## config.mk

```make
export PLATFORM = sky130hd
export DESIGN_NAME = mc_ctrl_gen_flat
export DESIGN_NICKNAME = d
export VERILOG_FILES = /design/src/rtl/mc_ctrl_gen_if.sv /design/src/rtl/mc_ctrl_gen.sv /design/src/flat_wrapper.sv
export SDC_FILE = /design/constraint.sdc
export NUM_CORES = 1
export LEC_CHECK = 0
export ABC_AREA = 1
export BUFFER_PORTS_ARGS = -buffer_cell sky130_fd_sc_hd__buf_2
export CORE_MARGIN = 3
export CORE_UTILIZATION = 47
export CTS_BUF_LIST = sky130_fd_sc_hd__clkbuf_2 sky130_fd_sc_hd__clkbuf_4 sky130_fd_sc_hd__clkbuf_8
export DETAILED_ROUTE_END_ITERATION = 7
export PLACE_DENSITY_LB_ADDON = 0.1
export SYNTH_ARGS = -nofsm -noshare
export SYNTH_HDL_FRONTEND = slang
export SYNTH_SLANG_ARGS = --single-unit
```

## constraint.sdc

```tcl
create_clock -name CLK -period 2.65 [get_ports CLK]
set_input_delay 0.265 -clock CLK [delete_from_list [all_inputs] [get_ports CLK]]
set_output_delay 0.265 -clock CLK [all_outputs]
set_load 0.01 [all_outputs]
```

## src/rtl/mc_ctrl_gen_if.sv

```systemverilog
// mc_ctrl_gen_if: instruction fields, flags, memory handshake and datapath
// controls exchanged between the multi-cycle controller and the datapath.
// Handshake: the controller holds its memory request (FETCH, MEMRD, MEMWR)
// for as long as MemReady is low; the cycle in which MemReady is high
// completes the access, and only then are the access-completing enables
// (IRWrite/PCWrite in FETCH, InstrRetired in MEMWR) asserted.
// MemReady is honoured only in builds with MC_CTRL_MEMWAIT_EN defined.
interface mc_ctrl_gen_if #(
  parameter int REG_AW = 3
);
  // datapath -> controller
  logic              RUN;
  logic [1:0]        op;
  logic [2:0]        funct;
  logic [REG_AW-1:0] Rd;
  logic [2:0]        cond;
  logic              S;
  logic              Z;
  logic              CO;
  logic              MemReady;
  // controller -> datapath
  logic              PCWrite;
  logic              AdrSrc;
  logic              MemWrite;
  logic              IRWrite;
  logic              RegSrc1;
  logic              RegSrc2;
  logic              RegWrite;
  logic              ALUSrcA;
  logic              LRWrite;
  logic              WriteSelect;
  logic              FlagW1;
  logic              FlagW2;
  logic [1:0]        ALUSrcB;
  logic [2:0]        ALUControl;
  logic [2:0]        ResultSrc;
  logic [3:0]        StateNumber;
  logic              Halted;
  logic              IllegalOp;
  logic              InstrRetired;

  modport master (
    output RUN, op, funct, Rd, cond, S, Z, CO, MemReady,
    input  PCWrite, AdrSrc, MemWrite, IRWrite, RegSrc1, RegSrc2, RegWrite,
           ALUSrcA, LRWrite, WriteSelect, FlagW1, FlagW2, ALUSrcB,
           ALUControl, ResultSrc, StateNumber, Halted, IllegalOp, InstrRetired
  );

  modport slave (
    input  RUN, op, funct, Rd, cond, S, Z, CO, MemReady,
    output PCWrite, AdrSrc, MemWrite, IRWrite, RegSrc1, RegSrc2, RegWrite,
           ALUSrcA, LRWrite, WriteSelect, FlagW1, FlagW2, ALUSrcB,
           ALUControl, ResultSrc, StateNumber, Halted, IllegalOp, InstrRetired
  );
endinterface

```

## src/rtl/mc_ctrl_gen.sv

```systemverilog
// mc_ctrl_gen: multi-cycle fetch/decode/execute controller.
// Optional feature macro: MC_CTRL_MEMWAIT_EN -- when defined, FETCH, MEMRD
// and MEMWR wait for MemReady; otherwise every memory state lasts one cycle.
// The current state is visible on StateNumber.
module mc_ctrl_gen #(
  parameter int REG_AW = 3,
  parameter int PC_IDX = (1 << REG_AW) - 1
) (
  input logic         CLK,
  input logic         RESET,
  mc_ctrl_gen_if.slave bus
);

  typedef enum logic [3:0] {
    S_FETCH   = 4'd0,
    S_DECODE  = 4'd1,
    S_LDI     = 4'd2,
    S_MEMADR  = 4'd3,
    S_ALU     = 4'd4,
    S_SHIFT   = 4'd5,
    S_BRANCH  = 4'd6,
    S_MEMRD   = 4'd7,
    S_MEMWB   = 4'd8,
    S_MEMWR   = 4'd9,
    S_ALUWB   = 4'd10,
    S_SHIFTWB = 4'd11,
    S_BXLR    = 4'd12,
    S_LINK    = 4'd13,
    S_HALT    = 4'd14
  } state_e;

  localparam logic [REG_AW-1:0] PC_ADDR = PC_IDX[REG_AW-1:0];

  state_e state_q;
  state_e state_d;

  logic mem_rdy;
  logic rd_is_pc;
  logic br_taken;
  logic illegal;

`ifdef MC_CTRL_MEMWAIT_EN
  assign mem_rdy = bus.MemReady;
`else
  // MemReady has no role without wait states; every access completes at once.
  logic unused_memready;
  assign unused_memready = bus.MemReady;
  assign mem_rdy = 1'b1;
`endif

  assign rd_is_pc = (bus.Rd == PC_ADDR);

  // Branch is suppressed only for the four flag-qualified conditions.
  assign br_taken = !(((bus.cond == 3'b001) && !bus.Z) ||
                      ((bus.cond == 3'b010) &&  bus.Z) ||
                      ((bus.cond == 3'b011) && !bus.CO) ||
                      ((bus.cond == 3'b100) &&  bus.CO));

  // Only op=11 has unused sub-ops; every other class decodes for any funct.
  assign illegal = (bus.op == 2'b11) &&
                   !((bus.funct == 3'b000) || (bus.funct == 3'b010) ||
                     (bus.funct == 3'b100) || (bus.funct == 3'b111));

  // State register: synchronous reset wins over RUN and MemReady.
  always_ff @(posedge CLK) begin
    if (RESET) state_q <= S_FETCH;
    else       state_q <= state_d;
  end

  // Next-state logic: RUN=0 freezes; HALT is left only through RESET.
  always_comb begin
    state_d = state_q;
    if (bus.RUN) begin
      case (state_q)
        S_FETCH:   if (mem_rdy) state_d = S_LINK;
        S_LINK:    state_d = S_DECODE;
        S_DECODE: begin
          case (bus.op)
            2'b11: begin
              case (bus.funct)
                3'b010:        state_d = S_LDI;
                3'b000, 3'b100: state_d = S_MEMADR;
                3'b111:        state_d = S_HALT;
                default:       state_d = S_FETCH;
              endcase
            end
            2'b10:   state_d = S_ALU;
            2'b01:   state_d = S_SHIFT;
            default: state_d = (bus.funct == 3'b111) ? S_BXLR : S_BRANCH;
          endcase
        end
        S_MEMADR:  state_d = (bus.funct == 3'b100) ? S_MEMWR : S_MEMRD;
        S_MEMRD:   if (mem_rdy) state_d = S_MEMWB;
        S_MEMWR:   if (mem_rdy) state_d = S_FETCH;
        S_ALU:     state_d = S_ALUWB;
        S_SHIFT:   state_d = S_SHIFTWB;
        S_LDI, S_MEMWB, S_ALUWB, S_SHIFTWB, S_BRANCH, S_BXLR:
                   state_d = S_FETCH;
        S_HALT:    state_d = S_HALT;
        default:   state_d = S_FETCH;
      endcase
    end
  end

  logic pcw, adr, memw, irw, rs1, rs2, regw, asa, lrw, wsel, fw1, fw2;
  logic halted, ill, ret;
  logic [1:0] asb;
  logic [2:0] aluc, ress;

  // Output decode: raw controls from state and instruction fields, all default 0.
  always_comb begin
    pcw = 1'b0; adr = 1'b0; memw = 1'b0; irw = 1'b0; rs1 = 1'b0; rs2 = 1'b0;
    regw = 1'b0; asa = 1'b0; lrw = 1'b0; wsel = 1'b0; fw1 = 1'b0; fw2 = 1'b0;
    halted = 1'b0; ill = 1'b0; ret = 1'b0;
    asb = 2'b00; aluc = 3'b000; ress = 3'b000;
    case (state_q)
      S_FETCH: begin
        asa = 1'b1; asb = 2'b10; ress = 3'b010;
        pcw = mem_rdy; irw = mem_rdy;
      end
      S_LINK:
        lrw = (bus.op == 2'b00) && ((bus.funct == 3'b001) || (bus.funct == 3'b010));
      S_DECODE: begin
        asa = 1'b1; asb = 2'b10; ress = 3'b010;
        rs2 = ((bus.op == 2'b11) && (bus.funct == 3'b100)) || (bus.op == 2'b01);
        rs1 = (bus.op == 2'b00) && (bus.funct != 3'b010) && (bus.funct != 3'b111);
        ill = illegal;
      end
      S_ALU: begin
        aluc = bus.funct;
        fw1  = bus.S;
        fw2  = bus.S && ((bus.funct == 3'b000) || (bus.funct == 3'b001));
      end
      S_MEMADR: asb = 2'b01;
      S_MEMRD:  adr = 1'b1;
      S_MEMWR: begin
        adr = 1'b1; memw = 1'b1; ret = mem_rdy;
      end
      S_BRANCH: begin
        asb = 2'b01; ress = 3'b010; pcw = br_taken; ret = 1'b1;
      end
      S_BXLR: begin
        pcw = 1'b1; wsel = 1'b1; ret = 1'b1;
      end
      S_LDI: begin
        regw = 1'b1; ress = 3'b100; pcw = rd_is_pc; ret = 1'b1;
      end
      S_MEMWB: begin
        regw = 1'b1; ress = 3'b001; pcw = rd_is_pc; ret = 1'b1;
      end
      S_ALUWB: begin
        regw = 1'b1; ress = 3'b000; pcw = rd_is_pc; ret = 1'b1;
      end
      S_SHIFTWB: begin
        regw = 1'b1; ress = 3'b011; pcw = rd_is_pc; ret = 1'b1;
      end
      S_HALT: halted = 1'b1;
      default: ;
    endcase
  end

  // Pause gating: enables and pulses drop with RUN=0, mux selects do not.
  assign bus.PCWrite      = bus.RUN & pcw;
  assign bus.IRWrite      = bus.RUN & irw;
  assign bus.RegWrite     = bus.RUN & regw;
  assign bus.MemWrite     = bus.RUN & memw;
  assign bus.LRWrite      = bus.RUN & lrw;
  assign bus.FlagW1       = bus.RUN & fw1;
  assign bus.FlagW2       = bus.RUN & fw2;
  assign bus.InstrRetired = bus.RUN & ret;
  assign bus.IllegalOp    = bus.RUN & ill;
  assign bus.AdrSrc       = adr;
  assign bus.RegSrc1      = rs1;
  assign bus.RegSrc2      = rs2;
  assign bus.ALUSrcA      = asa;
  assign bus.WriteSelect  = wsel;
  assign bus.ALUSrcB      = asb;
  assign bus.ALUControl   = aluc;
  assign bus.ResultSrc    = ress;
  assign bus.Halted       = halted;
  assign bus.StateNumber  = state_q;

endmodule
```

## src/flat_wrapper.sv

```systemverilog
// flat-port wrapper written by rule: the top's interface ports become plain ports
module mc_ctrl_gen_flat 
#(
  parameter int REG_AW = 3,
  parameter int PC_IDX = (1 << REG_AW) - 1
)
  (CLK, RESET, bus_RUN, bus_op, bus_funct, bus_Rd, bus_cond, bus_S, bus_Z, bus_CO, bus_MemReady, bus_PCWrite, bus_AdrSrc, bus_MemWrite, bus_IRWrite, bus_RegSrc1, bus_RegSrc2, bus_RegWrite, bus_ALUSrcA, bus_LRWrite, bus_WriteSelect, bus_FlagW1, bus_FlagW2, bus_ALUSrcB, bus_ALUControl, bus_ResultSrc, bus_StateNumber, bus_Halted, bus_IllegalOp, bus_InstrRetired);
  mc_ctrl_gen_if #(.REG_AW(REG_AW)) bus_i ();
  input logic CLK;
  input logic RESET;
  input wire logic [$bits(bus_i.RUN)-1:0] bus_RUN;
  input wire logic [$bits(bus_i.op)-1:0] bus_op;
  input wire logic [$bits(bus_i.funct)-1:0] bus_funct;
  input wire logic [$bits(bus_i.Rd)-1:0] bus_Rd;
  input wire logic [$bits(bus_i.cond)-1:0] bus_cond;
  input wire logic [$bits(bus_i.S)-1:0] bus_S;
  input wire logic [$bits(bus_i.Z)-1:0] bus_Z;
  input wire logic [$bits(bus_i.CO)-1:0] bus_CO;
  input wire logic [$bits(bus_i.MemReady)-1:0] bus_MemReady;
  output wire logic [$bits(bus_i.PCWrite)-1:0] bus_PCWrite;
  output wire logic [$bits(bus_i.AdrSrc)-1:0] bus_AdrSrc;
  output wire logic [$bits(bus_i.MemWrite)-1:0] bus_MemWrite;
  output wire logic [$bits(bus_i.IRWrite)-1:0] bus_IRWrite;
  output wire logic [$bits(bus_i.RegSrc1)-1:0] bus_RegSrc1;
  output wire logic [$bits(bus_i.RegSrc2)-1:0] bus_RegSrc2;
  output wire logic [$bits(bus_i.RegWrite)-1:0] bus_RegWrite;
  output wire logic [$bits(bus_i.ALUSrcA)-1:0] bus_ALUSrcA;
  output wire logic [$bits(bus_i.LRWrite)-1:0] bus_LRWrite;
  output wire logic [$bits(bus_i.WriteSelect)-1:0] bus_WriteSelect;
  output wire logic [$bits(bus_i.FlagW1)-1:0] bus_FlagW1;
  output wire logic [$bits(bus_i.FlagW2)-1:0] bus_FlagW2;
  output wire logic [$bits(bus_i.ALUSrcB)-1:0] bus_ALUSrcB;
  output wire logic [$bits(bus_i.ALUControl)-1:0] bus_ALUControl;
  output wire logic [$bits(bus_i.ResultSrc)-1:0] bus_ResultSrc;
  output wire logic [$bits(bus_i.StateNumber)-1:0] bus_StateNumber;
  output wire logic [$bits(bus_i.Halted)-1:0] bus_Halted;
  output wire logic [$bits(bus_i.IllegalOp)-1:0] bus_IllegalOp;
  output wire logic [$bits(bus_i.InstrRetired)-1:0] bus_InstrRetired;
  assign bus_i.RUN = bus_RUN;
  assign bus_i.op = bus_op;
  assign bus_i.funct = bus_funct;
  assign bus_i.Rd = bus_Rd;
  assign bus_i.cond = bus_cond;
  assign bus_i.S = bus_S;
  assign bus_i.Z = bus_Z;
  assign bus_i.CO = bus_CO;
  assign bus_i.MemReady = bus_MemReady;
  assign bus_PCWrite = bus_i.PCWrite;
  assign bus_AdrSrc = bus_i.AdrSrc;
  assign bus_MemWrite = bus_i.MemWrite;
  assign bus_IRWrite = bus_i.IRWrite;
  assign bus_RegSrc1 = bus_i.RegSrc1;
  assign bus_RegSrc2 = bus_i.RegSrc2;
  assign bus_RegWrite = bus_i.RegWrite;
  assign bus_ALUSrcA = bus_i.ALUSrcA;
  assign bus_LRWrite = bus_i.LRWrite;
  assign bus_WriteSelect = bus_i.WriteSelect;
  assign bus_FlagW1 = bus_i.FlagW1;
  assign bus_FlagW2 = bus_i.FlagW2;
  assign bus_ALUSrcB = bus_i.ALUSrcB;
  assign bus_ALUControl = bus_i.ALUControl;
  assign bus_ResultSrc = bus_i.ResultSrc;
  assign bus_StateNumber = bus_i.StateNumber;
  assign bus_Halted = bus_i.Halted;
  assign bus_IllegalOp = bus_i.IllegalOp;
  assign bus_InstrRetired = bus_i.InstrRetired;
  mc_ctrl_gen #(.REG_AW(REG_AW), .PC_IDX(PC_IDX)) u_core (.CLK(CLK), .RESET(RESET), .bus(bus_i));
endmodule
```

After elaboration in Yosys (flattened, before gate mapping)
Cells that the tools add are included.
{"block": "totals", "elab_cells": 95, "ff_bits": 4, "inputBits": 18, "out_inout_bits": 27}
{"block": "classes", "eq_ne": 28, "mux": 23, "bitwise_logic": 9, "n_reduce_logical": 34}
{"cell": "$pmux W4 S8", "count": 1}
{"cell": "$eq A4 B4 Y1 const B", "count": 7}
{"cell": "$pmux W4 S3", "count": 2}
{"cell": "$eq A4 B3 Y1 const B", "count": 4}
{"cell": "$mux W1", "count": 14}
{"cell": "$eq A3 B3 Y1 const B", "count": 4}
{"cell": "$pmux W3 S4", "count": 1}
{"cell": "$logic_and A1 B1 Y1", "count": 10}
{"cell": "$reduce_or A2 Y1", "count": 5}
{"cell": "$and A1 B1 Y1", "count": 9}
{"cell": "$eq A3 B2 Y1 const B", "count": 3}
{"cell": "$logic_or A1 B1 Y1", "count": 9}
{"cell": "$eq A4 B2 Y1 const B", "count": 2}
{"cell": "$mux W4", "count": 2}
{"cell": "$reduce_or A7 Y1", "count": 1}
{"cell": "$eq A3 B1 Y1 const B", "count": 2}
{"cell": "$eq A2 B2 Y1 const B", "count": 2}
{"cell": "$eq A4 B1 Y1 const B", "count": 1}
{"cell": "$logic_not A1 Y1", "count": 4}
{"cell": "$logic_not A4 Y1", "count": 1}
{"cell": "$pmux W2 S2", "count": 1}
{"cell": "$reduce_or A4 Y1", "count": 1}
{"cell": "$logic_not A3 Y1", "count": 1}
{"cell": "$mux W3", "count": 1}
{"cell": "6 further kinds", "count": 6}

Logic depth before layout (Yosys ltp)
{"block": "logic_depth", "depth_word": 8, "mapped_depth": 10, "mapped_depth_nobuf": 9}

Worst setup path before layout
OpenSTA, ideal clock, no wires.
{"block": "synth_path", "kind": "reg2out", "startpoint": "reg u_core.state_q[1] (netlist: u_core.bus.StateNumber[1])", "endpoint": "out bus_IllegalOp", "stages_incl_launch_ff": 7, "arrival_ns": 1.181, "slack_ns": 1.204, "required_time_ns": 2.385, "path_buffers": 1, "cell_sequence": "dfxtp_1 -> buf_6 -> inv_1 -> nand2_2 -> nor2_4 -> nand2_1 -> a2111oi_2"}
{"block": "synth_between", "elab_chain_cells": 3}
{"item": "start: declaration", "line": "mc_ctrl_gen.sv:34", "rtl": "state_e state_q;"}
{"item": "start signal: assignment", "line": "mc_ctrl_gen.sv:67", "rtl": "else state_q <= state_d;"}
{"item": "$eq A4 B1 Y1", "line": "mc_ctrl_gen.sv:116", "rtl": "case (state_q)"}
{"item": "$mux W1", "line": "mc_ctrl_gen.sv:116"}
{"item": "$and A1 B1 Y1", "line": "mc_ctrl_gen.sv:171", "rtl": "assign bus.IllegalOp = bus.RUN & ill;"}
{"item": "end: declaration", "line": "flat_wrapper.sv:37", "rtl": "output wire logic [$bits(bus_i.IllegalOp)-1:0] bus_IllegalOp;"}
No other way between the ends.

Final worst setup path
{"block": "layout_path", "startpoint": "reg u_core.state_q[3] (netlist: u_core.bus.StateNumber[3])", "endpoint": "out bus_IllegalOp"}
Same word-level chain as after synthesis.

==> results.py <==
metrics = {
    "clock_network": {
        "cts_tree": "done",
        "clk_latency_ns": 0.23,
        "clk_path_buf_depth": 2,
        "post_cts_buffers": 0,
        "clock_sinks": 4,
        "ctsResizeCount": 0,
        "cts_buffers": 3,
        "path_clk_slew_ns": 0.04,
        "clockRootBuffer": "clkbuf_4",
        "cts_max_level": 1,
        "cts.hold.buffers_added": 0,
    },
    "floorplanning": {
        "core.rowCount": 13,
        "coreArea_um2": 1370,
        "die_width_um": 45.1,
        "die_y_um": 45.1,
        "die-area_um2": 2040,
        "io_pins": 45,
        "start_util_pct": 52.7,
    },
    "power_and_ir_drop": {
        "ir_drop_mv": 0.335,
        "seqPwrFrac_pct": 22.0,
        "p_comb_share_pct": 58.0,
        "switchingPower_w": 0.000175,
        "cellLeakagePower_nw": 0.579,
        "powerDensity_nw_per_um2": 389,
        "internal_power_w": 0.000199,
        "p_sw_share_pct": 46.8,
        "clockPowerShare_pct": 20.0,
    },
    "route": {
        "dr_total_vias": 1022,
        "wl_per_cell_um": 10.7,
        "detail_route.iter0.violations": 34,
        "drtAntennaViolNets": 0,
        "finalWirelength_mm": 2.11,
        "avgViaCountPerCell": 5.16,
        "route.detailed.drc": 0,
        "first_pass_iters": 4,
    },
    "worst_setup_path": {
        "reg2regPathDepth": 9,
        "cpMostUsedCell": "nand2_1",
        "path_cells": "inv_1, nand2_1, nor2_4, nand2_1, a2111oi_2, buf_2",
        "worst_path_max_delay_cell": "dfxtp_1",
        "cp_num_buf_inv": 2,
        "r2r_slack_ns": 1.24,
        "r2r_start": "u_core.bus.StateNumber[2]",
        "cpPeakStageDelay_ns": 0.35,
        "startpoint": "u_core.bus.StateNumber[3]",
        "cp-start-kind": "flip-flop",
        "path_max_fanout": 7,
        "crit_family": "simple AND/OR/NAND/NOR gates",
        "cp_data_required_time_ns": 2.38,
        "r2r_end": "u_core.bus.StateNumber[2]",
        "cp-end-kind": "output pin",
        "path_depth": 6,
        "critPathKind": "flip-flop to output pin",
        "crit_arrival_ns": 1.60,
    },
    "sta": {
        "min_period_ns": 1.87,
        "worstMarginPinSlew_ns": 0.344,
        "clock-skew-final_ns": 0.00497,
        "hold_violations": 0,
        "timing.final.crit_share_pct": 70.6,
        "holdWs_ns": 0.239,
        "max-slew-margin-rel_pct": 77.0,
        "rsz0062_at_grt": "false",
        "slew_viol_final": 0,
        "setup_tns_ns": 0,
        "finalSetupViolations": 0,
        "fmax_mhz": 535,
    },
    "synthesis": {
        "synthCells": 139,
        "synth_area_leaders": "nand2_1, nor2_1, dfxtp_1",
        "syn_avg_cell_area_um2": 5.18,
        "synth.top_cell.area_share_pct": 19.3,
        "synth_edf_count": 0,
        "ys_types": 21,
        "ys_warn_count": 0,
        "ys_seq_area_share_pct": 11.1,
        "synth_fp_nets": 161,
        "yosysTopAreaCell": "nand2_1",
        "postSynth.asyncResetShare_pct": 0,
        "synth_ff_type": "dfxtp_1",
        "netlist_area_um2": 719,
        "ys_ff_latch": 4,
    },
    "final_layout": {
        "fin_cells": 198,
        "largest_reg_flops": 4,
        "area_delta_synth_final_pct": 33.6,
        "nets": 207,
        "antenna-diode-count": 0,
        "final_core_util_pct": 70.3,
        "post_route_cells_drive_above_1_share_pct": 28.4,
        "fillCellCount": 162,
    },
    "grt": {
        "grt_pass1_vias": 853,
        "grt_overflow": 0,
        "antenna_found_initial": 0,
        "grt_max_degree": 12,
        "grt_first_pass_wirelength_mm": 3.51,
        "grt_usage_pct": 22.7,
    },
    "placed_design": {
        "dp_hpwl_mm": 1.80,
        "gp_congestion": 0.850,
        "io_buffers": 43,
        "dp_cells": 195,
    },
    "hold_path": {
        "min_path_cells": 2,
        "min_from": "RESET",
        "hold_path.class": "input pin to flip-flop",
        "hold_end": "u_core.bus.StateNumber[3]",
    },
    "outcome": {
        "status": "finished, final reports clean",
    },
    "run": {
        "cap_violations": 0,
    },
}
==> power groups by stage <==
stage	Clock (W)	Sequential [W]	Combinational [W]
floorplan	0	0.0000811	0.000142
global placement	0	0.0000814	0.000210
detailed placement	0	0.0000824	0.000216
CTS	0.0000757	0.0000815	0.000217
global route	0.0000849	0.0000832	0.000246
finish	0.0000747	0.0000820	0.000217
==> layout by cell type (no fill, tap or decap), types with 2 or more instances in the layout <==
cell type	count
buf_2	43
nand2_1	37
nor2_1	29
inv_1	21
nand3_1	13
a21oi_1	7
o21ai_0	7
nor3_1	4
ha_1	4
dfxtp_1	4
clkbuf_4	3
nor2_4	2
==> final cells by class <==
type                    instances  area, um2  share of cell area (%)
well taps                      15       18.8                    1.95
repair buffers                 43        215                    22.4
multi-input cells             111        542                    56.4
flip-flops and latches          4       80.1                    8.33
inverters                      22       82.6                    8.59
clock buffers                   3       22.5                    2.34
==> kinds of logic (layout without fill, tap and decap cells) <==
logic type | count (synthesis) | after routing | share of synthesized area (%)
adders and majority gates | 4 | 4 | 6.96
and+or+nand+nor | 91 | 91 | 55.5
AOI/OAI and AO/OA | 16 | 16 | 12.9
DFF | 4 | 4 | 11.1
buffers and inverters | 24 | 68 | 13.6
==> routing by layer <==
layer / routed length, um / share of wire [%] / track usage (%) / up-vias
li1: - / - / - / 529
met1: 890 / 42 / 26.0 / 455
met2: 1050 / 50 / 41.8 / 38
met3: 170 / 8.0 / 5.58 / 0
met4: 0 / 0 / 5.26 / 0
met5: 0 / 0 / 0 / -
==> worst reg2reg max path, delay by kind of cell (launching register included) <==
family,cells,cell delay [ns]
simple gates,7,0.68
flops,1,0.47
buf+inv,1,0.10
compound gates,1,0.06
==> worst max-delay path by stage <==
stage	endpoint	slack, ns
global placement	bus_PCWrite	1.07
floorplan	bus_IllegalOp	1.20
detailed placement	bus_PCWrite	1.04
finish	bus_IllegalOp	0.78
global route	bus_PCWrite	0.56
CTS	bus_PCWrite	0.79
==> stage by stage <==
step	cell area (um2)	worst slack, ns	power, W
2_1_floorplan	719	1.20	0.000223
3_3_place_gp	938	1.07	0.000291
3_5_place_dp	938	1.04	0.000298
4_1_cts	961	0.789	0.000374
5_1_grt	961	0.561	0.000414
6_report	961	0.780	0.000373
==> Yosys cell counts, types with 2 or more instances <==
cell and count:
nor3_1 4, nand3_1 13, nand2_1 37, inv_1 21
nor2_4 2, a21oi_1 7, nor2_1 29, ha_1 4
dfxtp_1 4, o21ai_0 7
Note: power is estimated with default switching activity, not from simulation.
